### src/rtl/comparator_serial_if.sv
// Bit-pair stream and result bundle for the serial magnitude comparator.
// master drives the bit stream, slave is the comparator.
interface comparator_serial_if;
  logic start;
  logic bit_valid;
  logic a_bit;
  logic b_bit;
  logic busy;
  logic done;
  logic greater;
  logic less;
  logic equal;

  modport master (
    output start, bit_valid, a_bit, b_bit,
    input  busy, done, greater, less, equal
  );

  modport slave (
    input  start, bit_valid, a_bit, b_bit,
    output busy, done, greater, less, equal
  );
endinterface

### src/rtl/comparator_serial.sv
// Bit-serial MSB-first magnitude comparator: one (a,b) pair per accepted beat,
// registered greater/less/equal plus a one-cycle done pulse after the last beat.
module comparator_serial #(
  parameter int WIDTH = 8
) (
  input  logic               clk,
  input  logic               rst_n,
  comparator_serial_if.slave cmp
);

  localparam int CW = $clog2(WIDTH + 1);
  localparam logic [CW-1:0] LAST = CW'(WIDTH - 1);
  localparam logic [CW-1:0] ONE  = CW'(1);

  typedef enum logic [1:0] {IDLE, RUN, DONE} state_t;

  typedef struct packed {
    logic greater;
    logic less;
    logic equal;
  } result_t;

  state_t        state, state_nxt;
  logic [CW-1:0] cnt;
  logic          decided;
  logic          dec_gt;
  result_t       res;

  logic accept, last_beat, mismatch;

  assign accept    = (state == RUN) && cmp.bit_valid;
  assign last_beat = accept && (cnt == LAST);
  assign mismatch  = cmp.a_bit ^ cmp.b_bit;

  always_ff @(posedge clk or negedge rst_n) begin
    if (!rst_n) state <= IDLE;
    else        state <= state_nxt;
  end

  always_comb begin
    state_nxt = state;
    unique case (state)
      IDLE:    if (cmp.start) state_nxt = RUN;
      RUN:     if (last_beat) state_nxt = DONE;
      DONE:    state_nxt = IDLE;
      default: state_nxt = IDLE;
    endcase
  end

  always_comb begin
    cmp.busy    = (state != IDLE);
    cmp.done    = (state == DONE);
    cmp.greater = res.greater;
    cmp.less    = res.less;
    cmp.equal   = res.equal;
  end

  // The first differing pair latches the verdict; later pairs only advance cnt.
  always_ff @(posedge clk or negedge rst_n) begin
    if (!rst_n) begin
      cnt     <= '0;
      decided <= 1'b0;
      dec_gt  <= 1'b0;
      res     <= '0;
    end else begin
      if (state == IDLE && cmp.start) begin
        cnt     <= '0;
        decided <= 1'b0;
        dec_gt  <= 1'b0;
        res     <= '0;
      end else if (accept) begin
        cnt <= cnt + ONE;
        if (!decided && mismatch) begin
          decided <= 1'b1;
          dec_gt  <= cmp.a_bit;
        end
        if (last_beat) begin
          if (decided)       res <= '{greater: dec_gt,    less: !dec_gt,    equal: 1'b0};
          else if (mismatch) res <= '{greater: cmp.a_bit, less: !cmp.a_bit, equal: 1'b0};
          else               res <= '{greater: 1'b0,      less: 1'b0,       equal: 1'b1};
        end
      end
    end
  end

  a_onehot0: assert property (@(posedge clk) disable iff (!rst_n)
    $onehot0({res.greater, res.less, res.equal}));
  a_done_pulse: assert property (@(posedge clk) disable iff (!rst_n)
    (state == DONE) |=> (state == IDLE));
  a_done_result: assert property (@(posedge clk) disable iff (!rst_n)
    (state == DONE) |-> $onehot({res.greater, res.less, res.equal}));

endmodule

### src/flat_wrapper.sv
// flat-port wrapper written by rule: the top's interface ports become plain ports
module comparator_serial_flat 
#(
  parameter int WIDTH = 8
)
  (clk, rst_n, cmp_start, cmp_bit_valid, cmp_a_bit, cmp_b_bit, cmp_busy, cmp_done, cmp_greater, cmp_less, cmp_equal);
  comparator_serial_if cmp_i ();
  input  logic clk;
  input  logic rst_n;
  input wire logic [$bits(cmp_i.start)-1:0] cmp_start;
  input wire logic [$bits(cmp_i.bit_valid)-1:0] cmp_bit_valid;
  input wire logic [$bits(cmp_i.a_bit)-1:0] cmp_a_bit;
  input wire logic [$bits(cmp_i.b_bit)-1:0] cmp_b_bit;
  output wire logic [$bits(cmp_i.busy)-1:0] cmp_busy;
  output wire logic [$bits(cmp_i.done)-1:0] cmp_done;
  output wire logic [$bits(cmp_i.greater)-1:0] cmp_greater;
  output wire logic [$bits(cmp_i.less)-1:0] cmp_less;
  output wire logic [$bits(cmp_i.equal)-1:0] cmp_equal;
  assign cmp_i.start = cmp_start;
  assign cmp_i.bit_valid = cmp_bit_valid;
  assign cmp_i.a_bit = cmp_a_bit;
  assign cmp_i.b_bit = cmp_b_bit;
  assign cmp_busy = cmp_i.busy;
  assign cmp_done = cmp_i.done;
  assign cmp_greater = cmp_i.greater;
  assign cmp_less = cmp_i.less;
  assign cmp_equal = cmp_i.equal;
  comparator_serial #(.WIDTH(WIDTH)) u_core (.clk(clk), .rst_n(rst_n), .cmp(cmp_i));
endmodule
### config.mk
export PLATFORM = sky130hd
export DESIGN_NAME = comparator_serial_flat
export DESIGN_NICKNAME = d
export VERILOG_FILES = /design/src/rtl/comparator_serial_if.sv /design/src/rtl/comparator_serial.sv /design/src/flat_wrapper.sv
export SDC_FILE = /design/constraint.sdc
export NUM_CORES = 1
export LEC_CHECK = 0
export ABC_AREA = 1
export BUFFER_PORTS_ARGS = -buffer_cell sky130_fd_sc_hd__buf_2
export CAP_MARGIN = 20
export CORE_AREA = 2 2 39 41
export DETAILED_ROUTE_END_ITERATION = 12
export DIE_AREA = 0 0 41 43
export GPL_ROUTABILITY_DRIVEN = 1
export GPL_TIMING_DRIVEN = 0
export PLACE_DENSITY = 0.65
export SYNTH_ARGS = -nofsm -noshare
export SYNTH_HDL_FRONTEND = slang
export SYNTH_SLANG_ARGS = --single-unit
export TNS_END_PERCENT = 100
### constraint.sdc
create_clock -name clk -period 2.1 [get_ports clk]
set_input_delay 0.525 -clock clk [delete_from_list [all_inputs] [get_ports clk]]
set_output_delay 0.525 -clock clk [all_outputs]
set_load 0.02 [all_outputs]
## Word-level counts from Yosys, hierarchy flattened

Index checks and enable logic that the tools add are counted.

| cells by class | value |
|---|---|
| muxes and demuxes | 16 |
| equal/unequal tests | 5 |
| bitwise gates (word level) | 1 |
| $add $sub $neg | 1 |
| reduce and logical (&&, ||, !) cells | 15 |

Operators with widths:

| operator | number |
|---|---|
| $mux 3 | 5 |
| $mux 4 | 2 |
| $reduce_bool 2->1 | 4 |
| $mux 1 | 6 |
| $reduce_and 2->1 | 3 |
| $add 4x1->4 const B | 1 |
| $eq 4x3->1 const B | 1 |
| $logic_and 1x1->1 | 4 |
| $mux 2 | 2 |
| $pmux 2 s2 | 1 |
| $logic_not 1->1 | 3 |
| $eq 2x1->1 const B | 1 |
| $eq 2x2->1 const B | 1 |
| $logic_not 2->1 | 1 |
| $ne 2x1->1 const B | 1 |
| $ne 2x2->1 const B | 1 |
| $xor 1x1->1 | 1 |

| storage, ports and cells | value |
|---|---|
| flip-flop bits (word level) | 11 |
| output and inout bits | 5 |
| input port bits | 6 |
| word-level logic and storage cells | 45 |

## Longest topological paths before layout

Gate-level depths: netlist of run 1.

| depth | value |
|---|---|
| depth in word-level cells | 6 |
| depth in mapped cells | 6 |
| gate-level depth less buffers | 6 |

## Least setup slack after synthesis of run 1

Ideal clock, no wire load.

| path | value |
|---|---|
| path type | flip-flop to output port |
| start point | reg u_core.state[0] |
| end point | out cmp_done |
| cell stages (with the launch flop) | 2 |
| path buffers | 0 |
| required time | 1.575 ns |
| setup slack | 0.854 ns |
| arrival time | 0.721 ns |
| cells stage by stage | dfrtp_1 nor2_1 |

| on the way | value |
|---|---|
| cells in the longest elaborated chain, start to end | 1 |

Ends and longest elaborated chain:

| item | RTL line | RTL |
|---|---|---|
| start: declaration | comparator_serial.sv:23 | `state_t state, state_nxt;` |
| start signal: assignment | comparator_serial.sv:37 | `else state <= state_nxt;` |
| $eq 2x2->1 | comparator_serial.sv:52 | `cmp.done = (state == DONE);` |
| end: declaration | flat_wrapper.sv:15 | `output wire logic [$bits(cmp_i.done)-1:0] cmp_done;` |

Every way passes these cells.

## Final worst setup path of run 1

| path | value |
|---|---|
| start point | reg u_core.state[0] |
| end point | out cmp_busy |

| on the way | value |
|---|---|
| cells in the longest elaborated chain, start to end | 1 |

Ends and longest elaborated chain:

| item | RTL line | RTL |
|---|---|---|
| $reduce_bool 2->1 | comparator_serial.sv:51 | `cmp.busy = (state != IDLE);` |
| end: declaration | flat_wrapper.sv:14 | `output wire logic [$bits(cmp_i.busy)-1:0] cmp_busy;` |

Every way passes these cells.

==> reports/results.txt, run 1 <==
Status = complete, no violations
Initial antenna violation count = 0
Most common cell after layout, fill and taps aside = nand2_1
Data arrival, critical path = 990 ps
Top cell type's share of synthesized area = 46.4%
Worst hold-check path type = primary input to asynchronous set/reset pin
Flop-to-flop setup slack = 960 ps
Fmax achieved = 659 MHz
Initial DRC Count = 3
Seq/Total Area, Yosys = 46.4%
P&R area growth vs syn = 16.2%
Mapped Cells = 70
Htree depth = 1
Worst Tran Pin Value = 258 ps
Post-Syn Nets = 79
ANT nets after route = 0
Die height = 43 um
Share of layout cells above drive strength 1 = 23.8%
Critical path class = flop to primary output
Total wire length = 942 um
Slew Limit Fails = 0
Flops & latches, synth = 11
CP max FO = 4
Routed length per instance = 9.42 um
Initial core utilization = 42.9%
CTS clk-pin slew, worst paths = 70 ps
Cts hold-fix bufs = 0
Avg Cell Area, Syn = 8.47 um^2
Via/cell ratio = 4.72
Gpl congestion = 0.745
Number of max-cap violations = 0
DRC violations left = 0
Core area = 0.00138 mm^2
Most frequent cells in the layout = 19 x nand2_1, 11 x dfrtp_1, 10 x nand3_1, 10 x buf_2, 8 x inv_1
Slowest cell on crit path = dfrtp_1
Postcts setup bufs = 0
IR drop worst, VDD = 0.512 mV
CP Cell Sequence = inv_1, nand2_1, buf_2
Via count = 472
Largest net degree at the start of global routing = 12
Worst-Skew Late Latency = 260 ps
Final Critical Period = 1520 ps
Gr usage total = 13.4%
Final setup fails = 0
# IOs = 11
Synth unique cells = 14
Area of the mapped netlist = 593 um^2
Die width = 41 um
CTS tree = built
Die area = 0.00176 mm^2
Cell Pwr Density = 1240 mW/mm^2
Final net count = 94
GRT busiest layer = met2
Yosys warns = 0
GRT overflow = 0
CP Buf/Inv Count = 2
GRT met1 Usage = 17.3%
Pleak = 0.400 nW
Worst hold margin = 119 ps
Port Buffer Count = 10
Vias in the first global route = 392
CTS buffer count = 3
Ranking of synthesized cells by area = dfrtp_1 46%, nand2_1 12%, nand3_1 8.4%
Root buf cell = clkbuf_4
Met2 usage = 18.4%
Cell taking the most area after synthesis = dfrtp_1
Final setup TNS = 0 ps
DP HPWL = 742 um
Relative slew slack = 82.8%
RSZ-0062 raised after global routing = false
Slowest stage delay, CP = 430 ps
Critical Path Start Type = flop
Total power = 856 uW
First-pass GRT wire length = 1.56 mm
Part of the cycle the worst path needs = 72.3%
Clock sinks = 11
Detailed Routing Iterations Pass 1 = 3
N_diodes = 0
CTS resizes = 0
Clock skew = 2.07 ps
GR Util met3 = 1.57%
CP endpoint kind = primary output
Fin. Hold Viols = 0
Std cell rows = 14
Clk buf depth = 2
WP data required = 1570 ps
CP top delay family = flip-flops
## where the power goes
group          total [mW]  switching [mW]  internal (mW)
combinational       0.348           0.211          0.138
sequential          0.367          0.0688          0.298
clock               0.141          0.0680         0.0734
## cell families (layout without fill, tap and decap cells)
logic type	after synthesis	count (layout)	share of synthesized area (%)
DFF	11	11	46.4
adders and majority gates	3	3	6.33
AOI/OAI and AO/OA	3	3	2.95
buffers and inverters	11	25	8.23
xor gates and xnor gates	2	2	2.95
and+or+nand+nor	40	40	33.1
## cells in the mapped netlist
cell,n
nand2_1,19
dfrtp_1,11
nand3_1,10
inv_1,8
nor2_1,7
ha_1,3
inv_2,2
nand3_2,2
o21ai_0,2
xor2_1,2
buf_6,1
nand3_4,1
nor2_4,1
o21a_1,1
## worst paths after layout
kind,startpoint,to,cells after the start
setup / recovery,u_core.state[0],cmp_busy,3
hold / removal,rst_n,u_core.cnt[3],1
setup reg to reg,u_core.cnt[0],u_core.cmp.greater,6
hold reg to reg,u_core.cmp.greater,u_core.cmp.greater,2
max in group asynchronous,rst_n,u_core.cmp.less,1
min in group clk,u_core.cmp.greater,u_core.cmp.greater,2
## flip-flops by register name (all words and copies together), names as in the netlist
| signal | count |
|---|---|
| u_core.cmp.equal | 1 |
| u_core.decided | 1 |
| u_core.cnt | 4 |
| u_core.cmp.greater | 1 |
| u_core.dec_gt | 1 |
| u_core.cmp.less | 1 |
| u_core.state | 2 |
## cell type report
class | count | area [um^2]
buffer | 1 | 11.3
clock buffer | 4 | 26.3
fill | 146 | 694
inverter | 10 | 37.5
multi-input combinational | 48 | 269
sequential | 11 | 275
tap | 16 | 20.0
timing repair buffer | 10 | 50.0
## through the flow
step	instances	cell area (um^2)	util, %	worst slack, ps
3_3_place_gp	96	663	47.9	711
4_1_cts	100	689	49.8	565
3_5_place_dp	96	663	47.9	719
6_report	100	689	49.8	582
2_1_floorplan	70	593	-	854
5_1_grt	100	689	49.8	513
## per-layer routing
layer	vias to the layer above	wire length, um
met5	-	0
met4	0	9
met3	2	28
met2	8	447
met1	213	456
li1	249	-
Power figures use the tool's default switching activity.
==> run 2, diff against run 1 <==
--- a/config.mk
+++ b/config.mk
@@ -5,7 +5,7 @@
 export SDC_FILE = /design/constraint.sdc
 export NUM_CORES = 1
 export LEC_CHECK = 0
-export ABC_AREA = 1
+export ABC_AREA = 0
 export BUFFER_PORTS_ARGS = -buffer_cell sky130_fd_sc_hd__buf_2
 export CAP_MARGIN = 20
 export CORE_AREA = 2 2 39 41
@@ -13,7 +13,7 @@
 export DIE_AREA = 0 0 41 43
 export GPL_ROUTABILITY_DRIVEN = 1
 export GPL_TIMING_DRIVEN = 0
-export PLACE_DENSITY = 0.65
+export PLACE_DENSITY = 0.66
 export SYNTH_ARGS = -nofsm -noshare
 export SYNTH_HDL_FRONTEND = slang
 export SYNTH_SLANG_ARGS = --single-unit
==> constraint.sdc (replaced) <==
create_clock -name clk -period 1.2 [get_ports clk]
set_input_delay 0.3 -clock clk [delete_from_list [all_inputs] [get_ports clk]]
set_output_delay 0.3 -clock clk [all_outputs]
set_load 0.02 [all_outputs]
==> run 2 against run 1 <==
Compared with the run above:
- the run now ends with negative setup slack left
- final cell count is 9.0% lower
- sequential power is 84% higher
- design area is 15% higher
- combinational power grew to 2.5 times the previous value
- critical path depth is 1 lower
- via count is 7.6% lower
- non-clock buffer count is 9 higher
- largest cell class is now multi-input combinational cells
- largest power group is now combinational logic
- highest routed layer is now met3
==> reports/results.txt, run 2 <==
Pleak = 0.383 nW
Yosys warns = 0
Number of max-cap violations = 0
Flops & latches, synth = 11
Share of layout cells above drive strength 1 = 42.7%
Logic pwr share = 48.6%
Clk buf depth = 2
P&R area growth vs syn = 38.7%
Worst setup slack after layout = -177 ps
First-pass GRT wire length = 1.72 mm
Core area = 0.00138 mm^2
Register area = 277 um^2
Multi-input combinational cell area = 304 um^2
N_diodes = 0
Largest register FFs = 4
Placed cells = 78
ANT nets after route = 0
Worst hold-check path type = primary input to flop
Die area = 0.00176 mm^2
CTS clk-pin slew, worst paths = 60 ps
Htree depth = 1
# IOs = 11
Gr usage total = 14.2%
DP HPWL = 705 um
Critical Path Start Type = flop
Cell area after layout = 790 um^2
Placement Setup Slack = -73.9 ps
Largest net degree at the start of global routing = 12
Port Buffer Count = 10
Top Registers = u_core.cnt: 4 flops, u_core.state: 2 flops
Fin. Hold Viols = 0
Register share of total power = 37.9%
Slew Limit Fails = 0
Post-Syn Nets = 61
Status = finished with violations
Failing checks = negative setup slack
Via count = 436
Worst Tran Pin Value = 303 ps
Most common cell in the synthesized netlist = dfrtp_1
Relative slew slack = 79.7%
Gpl congestion = 0.636
Part of the cycle the worst path needs = 115%
IR drop worst, VDD = 0.927 mV
Fill cell count = 126
Seq/Total Area, Yosys = 48.4%
Largest Register = u_core.cnt
Avg Cell Area, Syn = 10.9 um^2
Synth unique cells = 21
Die width = 41 um
Ranking of synthesized cells by area = dfrtp_1 48%, mux2i_1 11%, ha_1 6.6%
Clock sinks = 11
Most used flip-flop cell after synthesis = dfrtp_1
Initial antenna violation count = 0
Clk network pwr share = 13.5%
Post-synth EDFFs = 0
Top cell type's share of synthesized area = 48.4%
Final setup fails = 7
RSZ-0062 raised after global routing = true
Int Pwr = 1.12 mW
Fmax achieved = 726 MHz
Vias in the first global route = 437
Via/cell ratio = 4.79
Detailed Routing Iterations Pass 1 = 4
CP max FO = 5
GRT overflow = 0
Final net count = 85
Cell Pwr Density = 2260 mW/mm^2
Std cell rows = 14
Area of the mapped netlist = 569 um^2
Root buf cell = clkbuf_4
Most common cell after layout, fill and taps aside = dfrtp_1
Clock skew = 0.465 ps
CP endpoint kind = primary output
DRC violations left = 0
Switching share of power = 37.4%
Critical path class = flop to primary output
Die height = 43 um
Data arrival, critical path = 1080 ps
Mapped Cells = 52
Routed length per instance = 12.0 um
CTS tree = built
Worst-Skew Late Latency = 260 ps
Cell taking the most area after synthesis = dfrtp_1
CTS buffer count = 3
Total power = 1.79 mW
Post-Route Utilization = 57.1%
Post-synth top cells = 11 x dfrtp_1, 6 x mux2i_1, 6 x nand2_1, 6 x nor2_1
Total wire length = 1.09 mm
Initial DRC Count = 2
Most frequent cells in the layout = 10 x dfrtp_1, 8 x buf_2, 6 x mux2i_1, 6 x nor2_1, 6 x buf_4
WP data required = 900 ps
Worst hold margin = 306 ps
Post-Place Cell Area = 639 um^2
Non-Filler Instances = 91
Switching power = 668 uW
Final Critical Period = 1380 ps
Post-synthesis async set-or-reset flop share = 100%
Final setup TNS = -741 ps
Initial core utilization = 41.1%
[run 2: cells by family (layout without fill, tap and decap cells)]
family | Yosys count | count (layout) | share of synthesized area [%]
muxes | 6 | 6 | 10.5
xor gates and xnor gates | 2 | 2 | 3.08
DFF | 11 | 11 | 48.4
adders and majority gates | 3 | 3 | 6.59
and+or+nand+nor | 22 | 22 | 23.7
AOI/OAI and AO/OA | 4 | 4 | 4.84
buffers and inverters | 4 | 27 | 2.86
[run 2: worst paths after layout]
| check | start | end | slack [ps] | depth (start not counted) |
|---|---|---|---|---|
| worst max-delay path | u_core.state[0] | cmp_busy | -180 | 2 |
| worst min-delay path | cmp_a_bit | u_core.dec_gt | 310 | 3 |
| worst max register to register | u_core.state[1] | u_core.cmp.less | -130 | 4 |
| worst min register to register | u_core.cmp.greater | u_core.cmp.greater | 530 | 2 |
| max in group asynchronous | rst_n | u_core.state[0] | 550 | 2 |
| min in group asynchronous | rst_n | u_core.dec_gt | 430 | 2 |
[run 2: power groups by stage]
stage	Combinational [mW]	Sequential [mW]	Clock, mW
after floorplan	0.407	0.707	0
after global placement	0.578	0.679	0
after detailed placement	0.601	0.687	0
after CTS	0.827	0.660	0.247
after global routing	0.957	0.699	0.273
final	0.870	0.677	0.241
[run 2: area by class of cell]
type                       instances  share of cell area, %
buffer                             1                   1.43
clock buffer                       4                   3.33
inverter                           3                   1.43
multi-input combinational         37                   38.5
sequential                        11                   35.0
tap                               16                   2.54
timing repair buffer              19                   17.7
[run 2: worst max-delay path, cell delays in order (launching register included)]
cell,delay [ps]
dfrtp_2,430
or2_4,260
buf_6,130
[run 2: timing repair]
| action | in CTS | in global routing |
|---|---|---|
| setup endpoints to repair | 7 | 11 |
| endpoints found under the hold margin | 11 | 0 |
| resized for setup | 12 | 4 |
| setup buffers | 6 | 2 |
| cloned | 0 | 0 |
| pin swaps | 4 | 2 |
| hold buffers | 1 | 0 |
[run 2: routing by layer]
| metal | global-route usage (%) | share of wire [%] |
|---|---|---|
| met3 | 1.57 | 3.7 |
| met4 | 6.00 | 0 |
| met2 | 23.4 | 50 |
| met5 | 0 | 0 |
| met1 | 17.8 | 47 |
==> run 3, diff against run 2 <==
--- a/config.mk
+++ b/config.mk
@@ -7,7 +7,6 @@
 export LEC_CHECK = 0
 export ABC_AREA = 0
 export BUFFER_PORTS_ARGS = -buffer_cell sky130_fd_sc_hd__buf_2
-export CAP_MARGIN = 20
 export CORE_AREA = 2 2 39 41
 export DETAILED_ROUTE_END_ITERATION = 12
 export DIE_AREA = 0 0 41 43
==> constraint.sdc (replaced) <==
create_clock -name clk -period 1.2 [get_ports clk]
set_input_delay 0.12 -clock clk [delete_from_list [all_inputs] [get_ports clk]]
set_output_delay 0.12 -clock clk [all_outputs]
set_load 0.02 [all_outputs]
==> run 3 against run 2 <==
Compared with the run above:
- the flow still finishes with violations (negative setup slack)
- routed wire length decreased by 7.7%
- critical path type is now flop to flop
- global-route usage decreased by 0.41 points
- critical endpoint is now u_core.cmp.less
- worst setup slack improved by 140 ps
- combinational power decreased by 3.4%
- worst hold slack got worse by 180 ps
- clock skew increased by 1.2 ps
==> reports/results.txt, run 3 (synthesis results as in run 2) <==
Part of the cycle the worst path needs = 103%
# IOs = 11
IR drop worst, VDD = 0.901 mV
WP data required = 1370 ps
Initial antenna violation count = 0
Via/cell ratio = 4.73
Final net count = 83
Fill cell count = 134
Die width = 41 um
P&R area growth vs syn = 33.0%
Cell Pwr Density = 2320 mW/mm^2
Worst R2R Start = u_core.cnt[0]
Failing checks = negative setup slack
Vias in the first global route = 422
Core area = 0.00138 mm^2
Cell area after layout = 757 um^2
Hold wc startpoint = cmp_a_bit
CP endpoint kind = flop
CTS buffer count = 3
ANT nets after route = 0
Crit path from = u_core.cnt[0]
Final setup TNS = -53.3 ps
Final setup fails = 3
Detailed Routing Iterations Pass 1 = 2
Fmax achieved = 806 MHz
Most frequent cells in the layout = 10 x dfrtp_1, 8 x buf_2, 6 x mux2i_1, 6 x nor2_1, 5 x buf_4
Status = finished with violations
Clk buf depth = 2
DRC violations left = 0
Clock sinks = 11
Initial DRC Count = 1
Root buf cell = clkbuf_4
Share of layout cells above drive strength 1 = 39.7%
Largest Register = u_core.cnt
Gr usage total = 13.8%
Clock skew = 1.71 ps
Number of max-cap violations = 0
CTS clk-pin slew, worst paths = 70 ps
Final Critical Period = 1240 ps
Largest register FFs = 4
Critical path class = flop to flop
Total power = 1.75 mW
Most common cell after layout, fill and taps aside = dfrtp_1
Data arrival, critical path = 1410 ps
First-pass GRT wire length = 1.67 mm
RSZ-0062 raised after global routing = true
DP HPWL = 705 um
Via count = 421
CP max FO = 5
Worst setup slack after layout = -40.3 ps
Slew Limit Fails = 0
Slowest cell on crit path = dfrtp_1
Port Buffer Count = 10
Fin. Hold Viols = 0
Total wire length = 1.01 mm
Non-Filler Instances = 89
N_diodes = 0
CP Cell Sequence = ha_2, nand2_2, nor3_4, mux2i_1
Top Registers = u_core.cnt: 4 flops, u_core.state: 2 flops
GRT overflow = 0
Placed cells = 78
Post-Place Cell Area = 639 um^2
Routed length per instance = 11.3 um
CTS tree = built
Slowest stage delay, CP = 360 ps
Worst hold margin = 127 ps
Relative slew slack = 81.3%
Worst-Skew Late Latency = 260 ps
Post-Route Utilization = 54.7%
Die height = 43 um
Largest net degree at the start of global routing = 12
Std cell rows = 14
Critical Path Start Type = flop
Htree depth = 1
Initial core utilization = 41.1%
Placement Setup Slack = -73.9 ps
Worst hold-check path type = primary input to flop
Worst Tran Pin Value = 280 ps
Gpl congestion = 0.636
Die area = 0.00176 mm^2
Pleak = 0.368 nW
## run 3: changes by cell type in the layout (fill, tap and decap cells not counted), sizes merged
cell / change
buf: -2
## run 3: final cells by class
type                            instances  area, um^2  area share [%]
Sequential cell                        11         277            36.5
Tap cell                               16        20.0            2.64
Multi-Input combinational cell         37         290            38.3
Clock buffer                            4        26.3            3.47
Timing Repair Buffer                   18         133            17.5
Inverter                                3        11.3            1.49
## run 3: worst max-delay path, delay by kind of cell (launching register included)
family | cells | cell delay, ps
and+or+nand+nor | 2 | 340
DFF | 1 | 360
muxes | 1 | 260
adders and majority gates | 1 | 200
## run 3: what timing repair did
| action | CTS | global route |
|---|---|---|
| buffers inserted | 4 | 3 |
| setup endpoints to repair | 7 | 8 |
| pin swaps | 5 | 3 |
| gates resized for setup | 8 | 6 |
| hold buffers | 1 | 0 |
| hold endpoints to repair | 11 | 0 |
## run 3: layer usage
layer  share of wire, %  vias to the layer above  global-route usage (%)
li1                   -                      218                       -
met1                 48                      194                    17.5
met2                 49                        9                    22.5
met3                3.7                        0                    1.57
met4                  0                        0                    6.00
met5                  0                        -                       0
## run 3: power breakdown
| group | total (mW) | switching [mW] | internal (mW) |
|---|---|---|---|
| Clock | 0.243 | 0.115 | 0.128 |
| Combinational | 0.840 | 0.390 | 0.450 |
| Sequential | 0.670 | 0.138 | 0.532 |
| Total | 1.75 | 0.643 | 1.11 |
## run 3: worst paths after layout
kind                               endpoint  slack, ps  depth (start not counted)
setup / recovery            u_core.cmp.less        -40                          4
hold / removal                u_core.dec_gt        130                          3
setup reg to reg            u_core.cmp.less        -40                          4
hold reg to reg            u_core.cmp.equal        530                          2
max in group asynchronous   u_core.state[0]        730                          2
min in group asynchronous     u_core.dec_gt        250                          2
